<file path="src/rtl/j1_boot_loader.sv">
// Boot loader for the j1 core: holds the core in reset, streams a framed image
// into code RAM, then releases it. Optional checksum byte: J1_BOOT_CHECKSUM_EN.
module j1_boot_loader #(
   parameter int          ADDR_W      = 13,
   parameter int unsigned MAX_WORDS   = 8192,
   parameter logic [7:0]  SYNC_BYTE   = 8'hA5,
   parameter int          RELEASE_DLY = 4
) (
   input  logic              clk,
   input  logic              resetq,
   input  logic              rx_valid,
   input  logic [7:0]        rx_data,
   output logic              rx_ready,
   input  logic              reload,
   output logic              ram_we,
   output logic [ADDR_W-1:0] ram_addr,
   output logic [15:0]       ram_wdata,
   output logic              cpu_resetq,
   output logic              busy,
   output logic              load_err
);

   localparam int DLY_W = (RELEASE_DLY < 1) ? 1 : $clog2(RELEASE_DLY + 1);

   typedef enum logic [3:0] {
      S_SYNC,
      S_LEN_LO,
      S_LEN_HI,
      S_DAT_LO,
      S_DAT_HI,
      S_CHK,
      S_RELEASE,
      S_RUN,
      S_ERR
   } state_t;

   state_t             r_state;
   state_t             w_next;
   state_t             w_done;
   logic [7:0]         r_len_lo;
   logic [15:0]        r_len;
   logic [7:0]         r_lo;
   logic [15:0]        r_cnt;
   logic [DLY_W-1:0]   r_dly;
   logic               r_we;
   logic [ADDR_W-1:0]  r_addr;
   logic [15:0]        r_wdata;
   logic               r_cpu_resetq;
   logic               r_err;
   logic               w_rx_ready;
   logic               w_accept;
   logic [15:0]        w_len_new;
   logic [15:0]        w_cnt_inc;
`ifdef J1_BOOT_CHECKSUM_EN
   logic [7:0]         r_chk;
`endif

   assign w_rx_ready = (r_state != S_RELEASE) && (r_state != S_RUN) && (r_state != S_ERR);
   // reload takes priority: a byte offered in the same cycle is dropped
   assign w_accept   = rx_valid && w_rx_ready && !reload;
   assign w_len_new  = {rx_data, r_len_lo};
   assign w_cnt_inc  = r_cnt + 16'd1;

   always_comb begin
`ifdef J1_BOOT_CHECKSUM_EN
      w_done = S_CHK;
`else
      w_done = S_RELEASE;
`endif
   end

   always_comb begin
      w_next = r_state;
      if (reload) begin
         w_next = S_SYNC;
      end else begin
         case (r_state)
            S_SYNC:
               if (w_accept && rx_data == SYNC_BYTE) w_next = S_LEN_LO;
            S_LEN_LO:
               if (w_accept) w_next = S_LEN_HI;
            S_LEN_HI:
               if (w_accept) begin
                  if (w_len_new == 16'd0)                  w_next = w_done;
                  else if ({16'd0, w_len_new} > MAX_WORDS) w_next = S_ERR;
                  else                                     w_next = S_DAT_LO;
               end
            S_DAT_LO:
               if (w_accept) w_next = S_DAT_HI;
            S_DAT_HI:
               if (w_accept) w_next = (w_cnt_inc == r_len) ? w_done : S_DAT_LO;
`ifdef J1_BOOT_CHECKSUM_EN
            S_CHK:
               if (w_accept) w_next = (rx_data == r_chk) ? S_RELEASE : S_ERR;
`endif
            S_RELEASE:
               if (r_dly == DLY_W'(RELEASE_DLY)) w_next = S_RUN;
            S_RUN:
               w_next = S_RUN;
            S_ERR:
               w_next = S_SYNC;
            default:
               w_next = S_SYNC;
         endcase
      end
   end

   always_ff @(posedge clk or negedge resetq) begin
      if (!resetq) begin
         r_state      <= S_SYNC;
         r_len_lo     <= '0;
         r_len        <= '0;
         r_lo         <= '0;
         r_cnt        <= '0;
         r_dly        <= '0;
         r_we         <= 1'b0;
         r_addr       <= '0;
         r_wdata      <= '0;
         r_cpu_resetq <= 1'b0;
         r_err        <= 1'b0;
`ifdef J1_BOOT_CHECKSUM_EN
         r_chk        <= '0;
`endif
      end else begin
         r_state      <= w_next;
         r_we         <= 1'b0;
         r_cpu_resetq <= (w_next == S_RUN);
         r_dly        <= (r_state == S_RELEASE) ? r_dly + 1'b1 : '0;
         if (w_next == S_ERR) r_err <= 1'b1;
         if (w_accept) begin
            case (r_state)
               S_SYNC:
                  if (rx_data == SYNC_BYTE) begin
                     r_err <= 1'b0;
                     r_cnt <= '0;
`ifdef J1_BOOT_CHECKSUM_EN
                     r_chk <= '0;
`endif
                  end
               S_LEN_LO: begin
                  r_len_lo <= rx_data;
`ifdef J1_BOOT_CHECKSUM_EN
                  r_chk    <= rx_data;
`endif
               end
               S_LEN_HI: begin
                  r_len <= w_len_new;
`ifdef J1_BOOT_CHECKSUM_EN
                  r_chk <= r_chk ^ rx_data;
`endif
               end
               S_DAT_LO: begin
                  r_lo  <= rx_data;
`ifdef J1_BOOT_CHECKSUM_EN
                  r_chk <= r_chk ^ rx_data;
`endif
               end
               S_DAT_HI: begin
                  r_we    <= 1'b1;
                  r_wdata <= {rx_data, r_lo};
                  r_addr  <= r_cnt[ADDR_W-1:0];
                  r_cnt   <= w_cnt_inc;
`ifdef J1_BOOT_CHECKSUM_EN
                  r_chk   <= r_chk ^ rx_data;
`endif
               end
               default: ;
            endcase
         end
      end
   end

   assign rx_ready   = w_rx_ready;
   assign ram_we     = r_we;
   assign ram_addr   = r_addr;
   assign ram_wdata  = r_wdata;
   assign cpu_resetq = r_cpu_resetq;
   assign busy       = (r_state != S_RUN);
   assign load_err   = r_err;

endmodule

</file>
<file path="config.mk">
export PLATFORM = sky130hd
export DESIGN_NAME = j1_boot_loader
export DESIGN_NICKNAME = d
export VERILOG_FILES = /design/src/rtl/j1_boot_loader.sv
export SDC_FILE = /design/constraint.sdc
export NUM_CORES = 1
export LEC_CHECK = 0
export BUFFER_PORTS_ARGS = -buffer_cell sky130_fd_sc_hd__buf_4
export CORE_MARGIN = 10
export CORE_UTILIZATION = 53
export CTS_BUF_LIST = sky130_fd_sc_hd__clkbuf_16
export CTS_CLUSTER_SIZE = 24
export DETAILED_ROUTE_END_ITERATION = 16
export PLACE_DENSITY = 0.73
export SLEW_MARGIN = 20
export SYNTH_ARGS = -nofsm -noshare
export SYNTH_HDL_FRONTEND = slang
export SYNTH_SLANG_ARGS = --single-unit
</file>
<file path="constraint.sdc">
create_clock -name clk -period 2.49 [get_ports clk]
set_input_delay 0.1245 -clock clk [delete_from_list [all_inputs] [get_ports clk]]
set_output_delay 0.1245 -clock clk [all_outputs]
set_load 0.005 [all_outputs]
</file>
Word-level counts from Yosys, hierarchy flattened. Cells that the tools add are included.

Flip-flop bits (word level): 87. Bits in latches: 0. Bits in writable memories: 0. Memory bits (read-only): 0. Input port bits: 12. Output and inout bits: 34. Word-level logic and storage cells: 63. Memories: 0.

$add $sub $neg: 2. Multiply operators: 0. Divide/modulo/power cells: 0. $lt $le $gt $ge: 1. Equal/unequal tests: 15. Shifts and indexed selects: 0. Muxes and demuxes: 20. Bitwise gates (word level): 0. Reduce and logical (&&, ||, !) cells: 14.

Operators by type and width (number): 2-to-1 mux 4 bit (9); case mux 16 bit (2 select lines) (1); case mux 4 bit (7 select lines) (1); adder 16 x 1 -> 16 bit (second input constant) (1); equality test 16 bit (1); equality test 4 x 3 -> 1 bit (second input constant) (4); > comparator 16 x 14 -> 1 bit (second input constant) (1); logical NOT 16 bit (1); 2-to-1 mux 16 bit (1); equality test 4 x 2 -> 1 bit (second input constant) (2); equality test 8 bit (second input constant) (1); != test 4 x 3 -> 1 bit (second input constant) (2); AND reduction 2 bit (4); 2-to-1 mux 1 bit (6); 2-to-1 mux 3 bit (2); logical AND 1 bit (5); equality test 4 x 1 -> 1 bit (second input constant) (1); equality test 4 bit (second input constant) (1); logical NOT 4 bit (1); != test 4 bit (second input constant) (1); adder 3 x 1 -> 3 bit (second input constant) (1); equality test 3 bit (second input constant) (1); AND reduction 3 bit (1); != test 2 bit (second input constant) (1); 2 further kinds (2).

Longest topological paths before layout.
Depth in word-level cells: 14. Depth in mapped cells: 9. Gate-level depth less buffers: 7.

Worst setup path after synthesis. Ideal clock, no wire load.

Path type: reg-to-reg. Start point: reg r_cnt[1]. End point: reg r_state[0]. Setup time: 128 ps. Arrival: 2038 ps. Data required time: 2362 ps. Slack: 324 ps. Stages on the path, launching flop included: 8. Path buffers: 0. Clock period less this slack: 2166 ps. Cell sequence: dfrtp_1 ha_1 nand4_4 or2_1 or3_1 a2111oi_0 and4bb_1 a21oi_1.

Word-level cells in the longest chain between the ends: 6.

Ends and longest elaborated chain: start, declared (line 43) `logic [15:0] r_cnt;`; start signal, assigned (line 162) `r_cnt <= w_cnt_inc;`; adder 16 x 1 -> 16 bit (line 62) `assign w_cnt_inc = r_cnt + 16'd1;`; equality test 16 bit (line 91) `if (w_accept) w_next = (w_cnt_inc == r_len) ? w_done : S_DAT_LO;`; 2-to-1 mux 3 bit (line 91); 2-to-1 mux 4 bit (line 91); case mux 4 bit (7 select lines) (line 77) `case (r_state)`; 2-to-1 mux 4 bit (line 74) `if (reload) begin`; named net w_next[0] (line 38) `state_t w_next;`; end signal, assigned (line 125) `r_state <= w_next;`; end, declared (line 37) `state_t r_state;`.

The timed path passes the listed nets, and every way through them passes these cells. A chain may end at the register's enable or synchronous reset.

Worst setup path after layout.
Start point: reg r_cnt[0]. End point: reg r_state[0].

Same word-level chain as after synthesis.

==> impl_metrics.tcl <==
set metrics [dict create \
    antenna_found_initial 0 \
    synth_compound_area_share_pct 10.52 \
    power.clock.fraction_pct 41.0 \
    hold_path_end "ram_wdata[12]" \
    p_leak_nw 2.541 \
    io_pins 46 \
    synth-seq-cells 87 \
    comb_power_share_pct 10.6 \
    grt_pass1_wl_um 18690 \
    post-place-ws_ns 0.2475 \
    die-area_mm2 0.01226 \
    ir_drop_v 0.0003643 \
    cp-start-kind "flop" \
    path_max_fanout 8 \
    grt-ovfl-total 0 \
    hold_start "rx_data[4]" \
    synth_nets 462 \
    synth_top_cell_by_area "dfrtp_1" \
    synth-edff-count 0 \
    fmax_mhz 440.6 \
    yosysSeqAreaShare_pct 49.90 \
    clock-sinks 87 \
    holdWs_ns 0.04095 \
    clockRootBuffer "clkbuf_16" \
    p_sw_uw 829.0 \
    coreArea_mm2 0.008093 \
    rsz0062_at_grt "false" \
    numCtsBuffers 9 \
    drt_iter0_drc 209 \
    drc 0 \
    initial_core_util_pct 53.91 \
    synthArstFlopShare_pct 100.0 \
    clkSlewWorstSetupHoldPaths_ns 0.06 \
    final_core_util_pct 63.28 \
    crit_required_ns 2.71 \
    hold_viol 0 \
    wl_um 10800 \
    drive_gt1_share_pct 24.20 \
    p_int_mw 2.461 \
    synth_fa_ha_area_share_pct 0.8603 \
    syn_area_mm2 0.004363 \
    synthTopCellsByArea "dfrtp_1, nand2_1, mux2_2" \
    grtUsageTotal_pct 18.25 \
    tritoncts "built" \
    dp_hpwl_um 7415 \
    io_buffers 45 \
    ys.flop_type "dfrtp_1" \
    synthMuxAreaShare_pct 8.718 \
    synth.top_cell.area_share_pct 49.90 \
    clock_latency_ns 0.34 \
    crit_arrival_ns 2.49 \
    grt_pass1_vias 3636 \
    synth_cells 447 \
    max-slew-margin-rel_pct 63.00 \
    clock_path_buffers 2 \
    syn_avg_cell_area_um2 9.760 \
    synth_warnings 0 \
    fin_nets 510 \
    p_per_area_mw_per_mm2 642.4 \
    setup_viol 0 \
    worst_slew_pin_slew_ns 0.5507 \
    num_vias 3469 \
    drtPass1Iterations 4 \
    placedInstanceArea_mm2 0.004816 \
    die_h_um 110.7 \
    via_per_inst 5.734 \
    finalClockSkew_ns 0.005736 \
    area_growth_pct 17.38 \
    drv_cap 0 \
    worstSetupEndpointType "flop" \
    fin_ws_ns 0.2202 \
    fill_cells 692 \
    fin_crit_ns 2.270 \
    stdcell_area_mm2 0.005121 \
    grt_max_degree 88 \
    r2r_end "r_state[0]" \
    rows 33 \
    finalNonFillerCells 605 \
    power_frac_seq_pct 48.4 \
    fp.dieW_um 110.7 \
    place_congestion 0.8944 \
    period_share_pct 91.16 \
    path_class "reg2reg" \
    reg2regPathDepth 8 \
    holdPathStages 3 \
    switching_share_pct 25.20 \
    synth-simple-area-share_pct 22.23 \
    synth_xor_area_share_pct 3.413 \
    wire_per_inst_um 17.85 \
    synth_top_family_by_area "simple AND/OR/NAND/NOR gates" \
    hp-class "in2reg" \
    ant_nets 0 \
    dp_cells 588 \
    fin_tns_setup_ns 0 \
    finalMaxSlewViolations 0 \
    r2r_slack_ns 0.22 \
    n_antenna_cell 0 \
    htree_levels 3 \
    outcome "finished, final reports clean" \
    power_mw 3.290 \
    ys_types 58 \
    r2r_start "r_cnt[0]" \
]
-- cell families (layout without fill, tap and decap cells) --
kind of cell / Yosys count / after routing
xor+xnor: 17 / 17
simple gates: 202 / 202
mux: 34 / 34
flops: 87 / 87
buf+inv: 35 / 88
compound gates: 69 / 69
fa+ha+maj: 3 / 3
-- routing by layer --
layer / up-vias / global-route usage (%) / share of wire, % / wire (um)
li1: 1642 / - / - / -
met1: 1688 / 23.35 / 44 / 4786
met2: 119 / 28.42 / 47 / 5030
met3: 20 / 4.978 / 6.5 / 699
met4: 0 / 7.639 / 2.6 / 283
met5: - / 0 / 0 / 0
-- power groups by stage --
stage | logic, mW | registers, mW | clock network [mW]
floorplan | 0.235 | 1.58 | 0
global placement | 0.337 | 1.61 | 0
detailed placement | 0.349 | 1.61 | 0
finish | 0.350 | 1.59 | 1.35
global route | 0.394 | 1.60 | 1.43
CTS | 0.355 | 1.59 | 1.37
-- cell type report --
cell class	instances	area [um2]	share of cell area [%]
tap	105	131.4	2.565
clock inverter	7	70.07	1.368
sequential	87	2177	42.51
inverter	9	33.78	0.6597
clock buffer	9	225.2	4.398
timing repair buffer	63	488.0	9.528
multi-input combinational	325	1996	38.97
-- repair_timing --
action,CTS,global route
resized for setup,0,0
hold buffers,1,0
hold endpoints to repair,87,0
buffers inserted,0,0
-- synth_stat cells (all sizes together) (6+ instances only) --
library cell and number:
xor2 7, a21oi 11, nor3 9, nand4 6
mux2 32, nor4 6, clkbuf 7, nand2 102
o31ai 11, nor2 27, buf 19, nand3 13
o21ai 23, xnor2 10, inv 9, dfrtp 87
-- layout by cell type, fill, tap and decap left out, drive strengths merged, types with 3 or more instances in the layout --
cell and instances:
nand2 102, dfrtp 87, buf 62, mux2 32
nor2 27, o21ai 23, nand3 13, inv 12
a21oi 11, o31ai 11, xnor2 10, nor3 9
clkbuf 9, xor2 7, nor4 6, nand4 6
and2 5, or2 5, nor2b 4, nand3b 4
and3 4, or4 4, or3 3, a31oi 3
ha 3, nor4b 3
-- how the worst max path moves through the flow --
stage | cells past startpoint | end | start | slack, ns
floorplan | 7 | r_state[0] | r_cnt[1] | 0.32
global placement | 8 | r_state[0] | r_cnt[0] | 0.31
detailed placement | 8 | r_state[0] | r_cnt[0] | 0.25
CTS | 8 | r_state[0] | r_cnt[0] | 0.23
global route | 8 | r_state[0] | r_cnt[0] | 0.02
finish | 8 | r_state[0] | r_cnt[0] | 0.22
-- flip-flops by register name (all words and copies together), names as in the netlist --
name / cells
cpu_resetq: 1
load_err: 1
r_cnt: 16
r_dly: 3
r_len: 16
r_len_lo: 8
r_lo: 8
r_state: 4
ram_addr: 13
ram_wdata: 16
ram_we: 1
-- worst max-delay path, cell delays in order, from the launching register on --
cell       delay (ns)
dfrtp_1          0.36
ha_1             0.29
nand4_4          0.10
buf_4            0.18
nor4_1           0.45
mux2i_1          0.13
a2111oi_0        0.29
and4bb_1         0.27
a21oi_1          0.07
Note: power is estimated with default switching activity, not from simulation.
